<file path="src/rtl/fetch_unit.sv">
// Instruction fetch stage: owns the PC, fetches words through a req/valid
// handshake and presents the instruction register split into opcode/operand.
module fetch_unit #(
  parameter int DATA_WIDTH    = 16,
  parameter int OPERAND_WIDTH = 11,
  parameter int OPCODE_WIDTH  = 5,
  parameter int ADDR_WIDTH    = 11
) (
  input  logic                     clk_i,
  input  logic                     rst_ni,
  input  logic [DATA_WIDTH-1:0]    mem_rdata_i,
  input  logic                     mem_rvalid_i,
  output logic                     mem_req_o,
  output logic [ADDR_WIDTH-1:0]    mem_addr_o,
  input  logic                     stall_i,
  input  logic                     branch_en_i,
  input  logic [ADDR_WIDTH-1:0]    branch_target_i,
  output logic [OPCODE_WIDTH-1:0]  opcode_out_o,
  output logic [OPERAND_WIDTH-1:0] operand_out_o,
  output logic                     instr_valid_o,
  output logic                     halted_o
);

  typedef enum logic [1:0] {
    IDLE   = 2'd0,
    REQ    = 2'd1,
    ISSUE  = 2'd2,
    HALTED = 2'd3
  } state_t;

  state_t                  state_q, state_d;
  logic [ADDR_WIDTH-1:0]   pc_q, pc_d;
  logic [DATA_WIDTH-1:0]   ir_q, ir_d;
  logic                    isHalt;

  assign isHalt = (ir_q[DATA_WIDTH-1 -: OPCODE_WIDTH] == {OPCODE_WIDTH{1'b1}});

  always_ff @(posedge clk_i) begin
    if (!rst_ni) begin
      state_q <= IDLE;
      pc_q    <= '0;
      ir_q    <= '0;
    end else begin
      state_q <= state_d;
      pc_q    <= pc_d;
      ir_q    <= ir_d;
    end
  end

  // IR only loads on the response edge, so it is frozen for the whole issue.
  always_comb begin
    state_d = state_q;
    pc_d    = pc_q;
    ir_d    = ir_q;
    unique case (state_q)
      IDLE: state_d = REQ;
      REQ: begin
        if (mem_rvalid_i) begin
          ir_d    = mem_rdata_i;
          pc_d    = pc_q + ADDR_WIDTH'(1);
          state_d = ISSUE;
        end
      end
      ISSUE: begin
        if (!stall_i) begin
          if (isHalt) begin
            state_d = HALTED;
          end else begin
            state_d = REQ;
            if (branch_en_i) pc_d = branch_target_i;
          end
        end
      end
      HALTED: state_d = HALTED;
      default: state_d = IDLE;
    endcase
  end

  always_comb begin
    mem_req_o     = (state_q == REQ);
    instr_valid_o = (state_q == ISSUE);
    halted_o      = (state_q == HALTED);
    mem_addr_o    = pc_q;
    opcode_out_o  = ir_q[DATA_WIDTH-1 -: OPCODE_WIDTH];
    operand_out_o = ir_q[OPERAND_WIDTH-1:0];
  end

endmodule
</file>
<file path="config.mk">
export PLATFORM = sky130hd
export DESIGN_NAME = fetch_unit
export DESIGN_NICKNAME = d
export VERILOG_FILES = /design/src/rtl/fetch_unit.sv
export SDC_FILE = /design/constraint.sdc
export NUM_CORES = 1
export LEC_CHECK = 0
export BUFFER_PORTS_ARGS = -buffer_cell sky130_fd_sc_hd__buf_2
export CORE_MARGIN = 2
export CORE_UTILIZATION = 43
export CTS_CLUSTER_DIAMETER = 150
export CTS_CLUSTER_SIZE = 20
export DETAILED_ROUTE_END_ITERATION = 8
export PLACE_DENSITY = 0.79
export SLEW_MARGIN = 10
export SYNTH_ARGS = -nofsm -noshare
export SYNTH_HDL_FRONTEND = slang
export SYNTH_SLANG_ARGS = --single-unit
</file>
<file path="constraint.sdc">
create_clock -name clk_i -period 2.5 [get_ports clk_i]
set_clock_uncertainty 0.05 [all_clocks]
set_input_delay 0.5 -clock clk_i [delete_from_list [all_inputs] [get_ports clk_i]]
set_output_delay 0.5 -clock clk_i [all_outputs]
set_load 0.005 [all_outputs]
</file>
[Yosys cells after proc, flatten, opt, wreduce, memory -nomap -nowiden]
Index checks and enable logic that the tools add are counted.
Cells by class
  $add $sub $neg: 1
  eq/ne operators: 8
  shift-type cells: 0
  div/mod/pow operators: 0
  muxes and demuxes: 9
  reduce and logical (&&, ||, !) cells: 5
  order comparisons: 0
  bitwise logic cells: 0
  multiply operators: 0
Operator list (number)
  $mux 11: 4
  $pmux 11 s2: 1
  $add 11x1->11 const B: 1
  $ne 2x2->1 const B: 4
  $pmux 2 s4: 1
  $mux 2: 3
  $eq 5x5->1 const B: 1
  $reduce_and 5->1: 1
  $eq 2x2->1 const B: 2
  $reduce_and 2->1: 2
  $eq 2x1->1 const B: 1
  $logic_not 2->1: 1
  $reduce_bool 2->1: 1
Storage, ports and cells
  word-level logic and storage cells: 26
  bits in registers: 29
  bits in writable memories: 0
  bits in read-only memories: 0
  memories: 0
  output and inout bits: 30
  bits in latches: 0

[Logic depth before layout (Yosys ltp)]
  word-level depth: 4
  mapped depth: 6

[Least setup slack after synthesis]
Ideal clock, no wire load.
  path type: input to register
  start point: in mem_rvalid_i
  end point: reg pc_q[7], in the netlist mem_addr_o[7]
  setup time: 0.117 ns
  required time: 2.333 ns
  buffers on the path: 1
  stages on the path: 5
  data arrival time: 1.356 ns
  slack: 0.977 ns
  path through: and3b_1 buf_2 or2_0 o21ai_0 a32o_1
Between the ends
  cells in the longest elaborated chain, start to end: 2
Ends and longest elaborated chain
  start, declared: RTL line 12  | input logic mem_rvalid_i,
  $ne 2x2->1 (no line)
  $reduce_and 5->1 (no line)
  end signal, assigned: RTL line 45  | pc_q <= pc_d;
  end, declared: RTL line 32  | logic [ADDR_WIDTH-1:0] pc_q, pc_d;
Every way passes these cells.
A chain may end at the register's enable or synchronous reset.

[Final worst setup path]
  start point: reg state_q[1]
  end point: out instr_valid_o
Between the ends
  cells in the longest elaborated chain, start to end: 1
Ends and longest elaborated chain
  start, declared: RTL line 31  | state_t state_q, state_d;
  start signal, assigned: RTL line 44  | state_q <= state_d;
  $eq 2x2->1: RTL line 81  | instr_valid_o = (state_q == ISSUE);
  end, declared: RTL line 20  | output logic instr_valid_o,
Every way passes these cells.

==> results.txt <==
- Counting every net in the synthesized netlist gives 215.
- The HPWL after detailed placement is 2.64 mm.
* Total negative setup slack: 0 ns
- For this run, global-route usage on met2 was measured as 0.296.
* WL/cell: 12.8 um
- The filler cells instantiated in the layout total 314.
* Worst Path Arrival: 1.68 ns
- Setup violations remaining at the end of the flow were counted as 0.
* Unrepaired setup endpoints after global routing: no
- For this run, the register share of the synthesized area comes to 0.407.
- From left edge to right edge, the die measures 61.6 um.
- Number of nets with antenna violations after detailed routing: 0
* Total via count after detailed routing: 1512
- Synthesized instance count: 182
- After synthesis the cells add up to 1430 um2.
* Worst endpoint required time: 1.95 ns
- The smallest clock period supported by the final layout is computed as 2.23 ns.
- Buffers added on ports: 61
- In the global route stage, met3 resource usage came out at 0.0630.
- In the final layout, the share of cells above drive strength 1 is 0.305.
- The analysis attributes to cell leakage a power of 0.795 nW.
- Placer Congestion: 0.883
- Max Fanout on Critical Path: 24
- Drt first-iter violations: 33
* Power density over the cells: 506 nW/um2
- The initial antenna violation count came to 0.
- During synthesis, Yosys emitted a total of 0 warnings.
- Busiest metal layer after global routing: met2
* Number of hold buffers added after cts: 0
* Highest-count cells in the layout ignoring fill and taps: sky130_fd_sc_hd__buf_2 (61), sky130_fd_sc_hd__nand2_1 (46), sky130_fd_sc_hd__dfxtp_1 (29)
- The first detailed-routing pass took 4 iterations.
* Final std cells w/o fill: 287
- Achievable clock frequency: 448 MHz
- Kind of critical path: register to primary output
- The number of global-route vias before repair was 1209.
- The cell sitting at the root of the clock tree is a sky130_fd_sc_hd__clkbuf_4.
- The worst setup path is captured at a primary output.
- Entering global routing, the biggest net connects 26 pins.
- Final net count: 275
- The library cell used most frequently in the layout, excluding fill and tap cells, is sky130_fd_sc_hd__buf_2.
- Die area: 3790 um2
* CTS tree: done
- Seq cells post-synth: 29
* Post-cts gate resize count: 0
- Unique masters post-synth: 42
- STA classifies the critical path startpoint as a register.
- Clock tree synthesis found a total of 29 sinks.
- Cts bufs inserted: 5
- Met1 usage in global routing: 0.263
- Worst setup slack after placement: 0.629 ns
* Number of flops mapped to enable cells by yosys: 0
* Count of boundary I/O pins: 62
* Starting density of the core: 0.460
- Peak ir drop on the vdd network: 0.000293 V
- Chip Height: 61.6 um
- The number of antenna diodes in the final layout is 0.
- Including well taps, the total number of placed cells is 279.
* Total global routing overflow: 0
- Pins Over Slew Limit: 0
* Classification of the worst-slack hold path: primary input to register
- In this run the post-CTS setup repair buffer count came out at 0.
* Global-route wire length before repair: 5.51 mm
- Clock Tree Buf Depth: 2
- Final hold violation count: 0
* Max-capacitance violation count: 0
* Syn_area_per_cell: 7.84 um2
* Leading register cell type out of synthesis: sky130_fd_sc_hd__dfxtp_1
- For the worst-skew pair, the clock arrives at the later sink with an insertion delay of 0.33 ns.
* Share of flip-flops with an asynchronous set or reset after synthesis: 0
* FP Rows: 20
* Detailed-route vias per instance: 5.27
* Total Wirelength: 3.66 mm
* Transition time at the pin with the least slew margin: 0.659 ns
- Floorplan core area: 3100 um2
* Relative slew margins: 0.560
- # H-tree levels: 2
- The area growth from synthesis to layout is 26.8%.
- Post-detailed-route DRC marker count: 0
- After clock tree synthesis, the clock-pin slew on the worst setup and hold paths is 0.09 ns.
- Final clock period utilization by the worst path: 0.892
- Once routing completed, OpenROAD measured the worst setup slack at 0.270 ns.
- GRT Total Usage: 0.200
* Run status: completed
[metal layers]
layer / share of wire / vias up / routed length [um]
met1: 0.47 / 671 / 1720
met3: 0.058 / 9 / 213
met2: 0.45 / 46 / 1660
met4: 0.021 / 0 / 77
li1: - / 786 / -
met5: 0 / - / 0
[cells by family (layout without fill, tap and decap cells)]
family          Yosys count  after routing  synth area share
compound gates           56             56             0.258
fa+ha+maj                 1              1           0.00877
buf+inv                  13             74            0.0395
flops                    29             29             0.407
simple gates             83             83             0.287
[cells in the mapped netlist (all sizes together), types with 2 or more instances]
master / count / area [um2]
o211a: 2 / 20.0
dfxtp: 29 / 581
o21ai: 10 / 50.1
a211oi: 4 / 30.0
nand3: 5 / 25.0
nand4: 3 / 18.8
a32o: 2 / 20.0
o22ai: 2 / 12.5
inv: 3 / 11.3
nor4: 4 / 25.0
a311oi: 3 / 32.5
buf: 5 / 25.0
clkbuf: 5 / 20.0
nor3b: 2 / 15.0
nand2b: 3 / 26.3
and3: 3 / 18.8
o32ai: 4 / 35.0
and2: 5 / 33.8
a22oi: 2 / 15.0
a31oi: 3 / 18.8
nor2: 4 / 15.0
a21oi: 20 / 100
nand2: 46 / 173
[worst max-delay path, cell delays in order, from the launching register on]
cell	delay, ns
sky130_fd_sc_hd__dfxtp_1	0.45
sky130_fd_sc_hd__nand2b_4	0.15
sky130_fd_sc_hd__inv_1	0.52
sky130_fd_sc_hd__buf_2	0.23
[report_power, final]
part	total, mW	switching (mW)	internal, mW
Sequential	0.499	0.0176	0.482
Clock	0.275	0.168	0.107
Combinational	0.140	0.0767	0.0636
[layout make-up]
cell class,instances,area (um2),area share
Clock buffer,6,41.3,0.0228
Clock inverter,2,10.0,0.00554
Inverter,3,11.3,0.00623
Multi-Input combinational cell,140,790,0.437
Sequential cell,29,581,0.321
Tap cell,44,55.1,0.0304
Timing Repair Buffer,63,320,0.177
[metrics by stage]
| stage | util | power, mW | instance area (um2) | hold WS, ns |
|---|---|---|---|---|
| after global placement | 0.566 | 0.649 | 1760 | 0.390 |
| after detailed placement | 0.566 | 0.650 | 1760 | 0.395 |
| after global routing | 0.583 | 0.959 | 1810 | 0.329 |
| after floorplan | - | 0.588 | 1430 | 0.403 |
| after CTS | 0.583 | 0.916 | 1810 | 0.326 |
| final | 0.583 | 0.915 | 1810 | 0.324 |
[registers in the layout (all words and copies together), names as in the netlist]
name / cells
ir_q: 16
mem_addr_o: 11
state_q: 2
[path summary, 6_finish.rpt]
kind / end / slack, ns / startpoint / cells past startpoint
worst min-delay path: state_q[0] / 0.32 / stall_i / 2
worst min register to register: ir_q[1] / 0.41 / ir_q[1] / 2
worst max register to register: mem_addr_o[9] / 0.60 / state_q[1] / 5
worst max-delay path: instr_valid_o / 0.27 / state_q[1] / 3
Note: power is estimated with default switching activity, not from simulation.
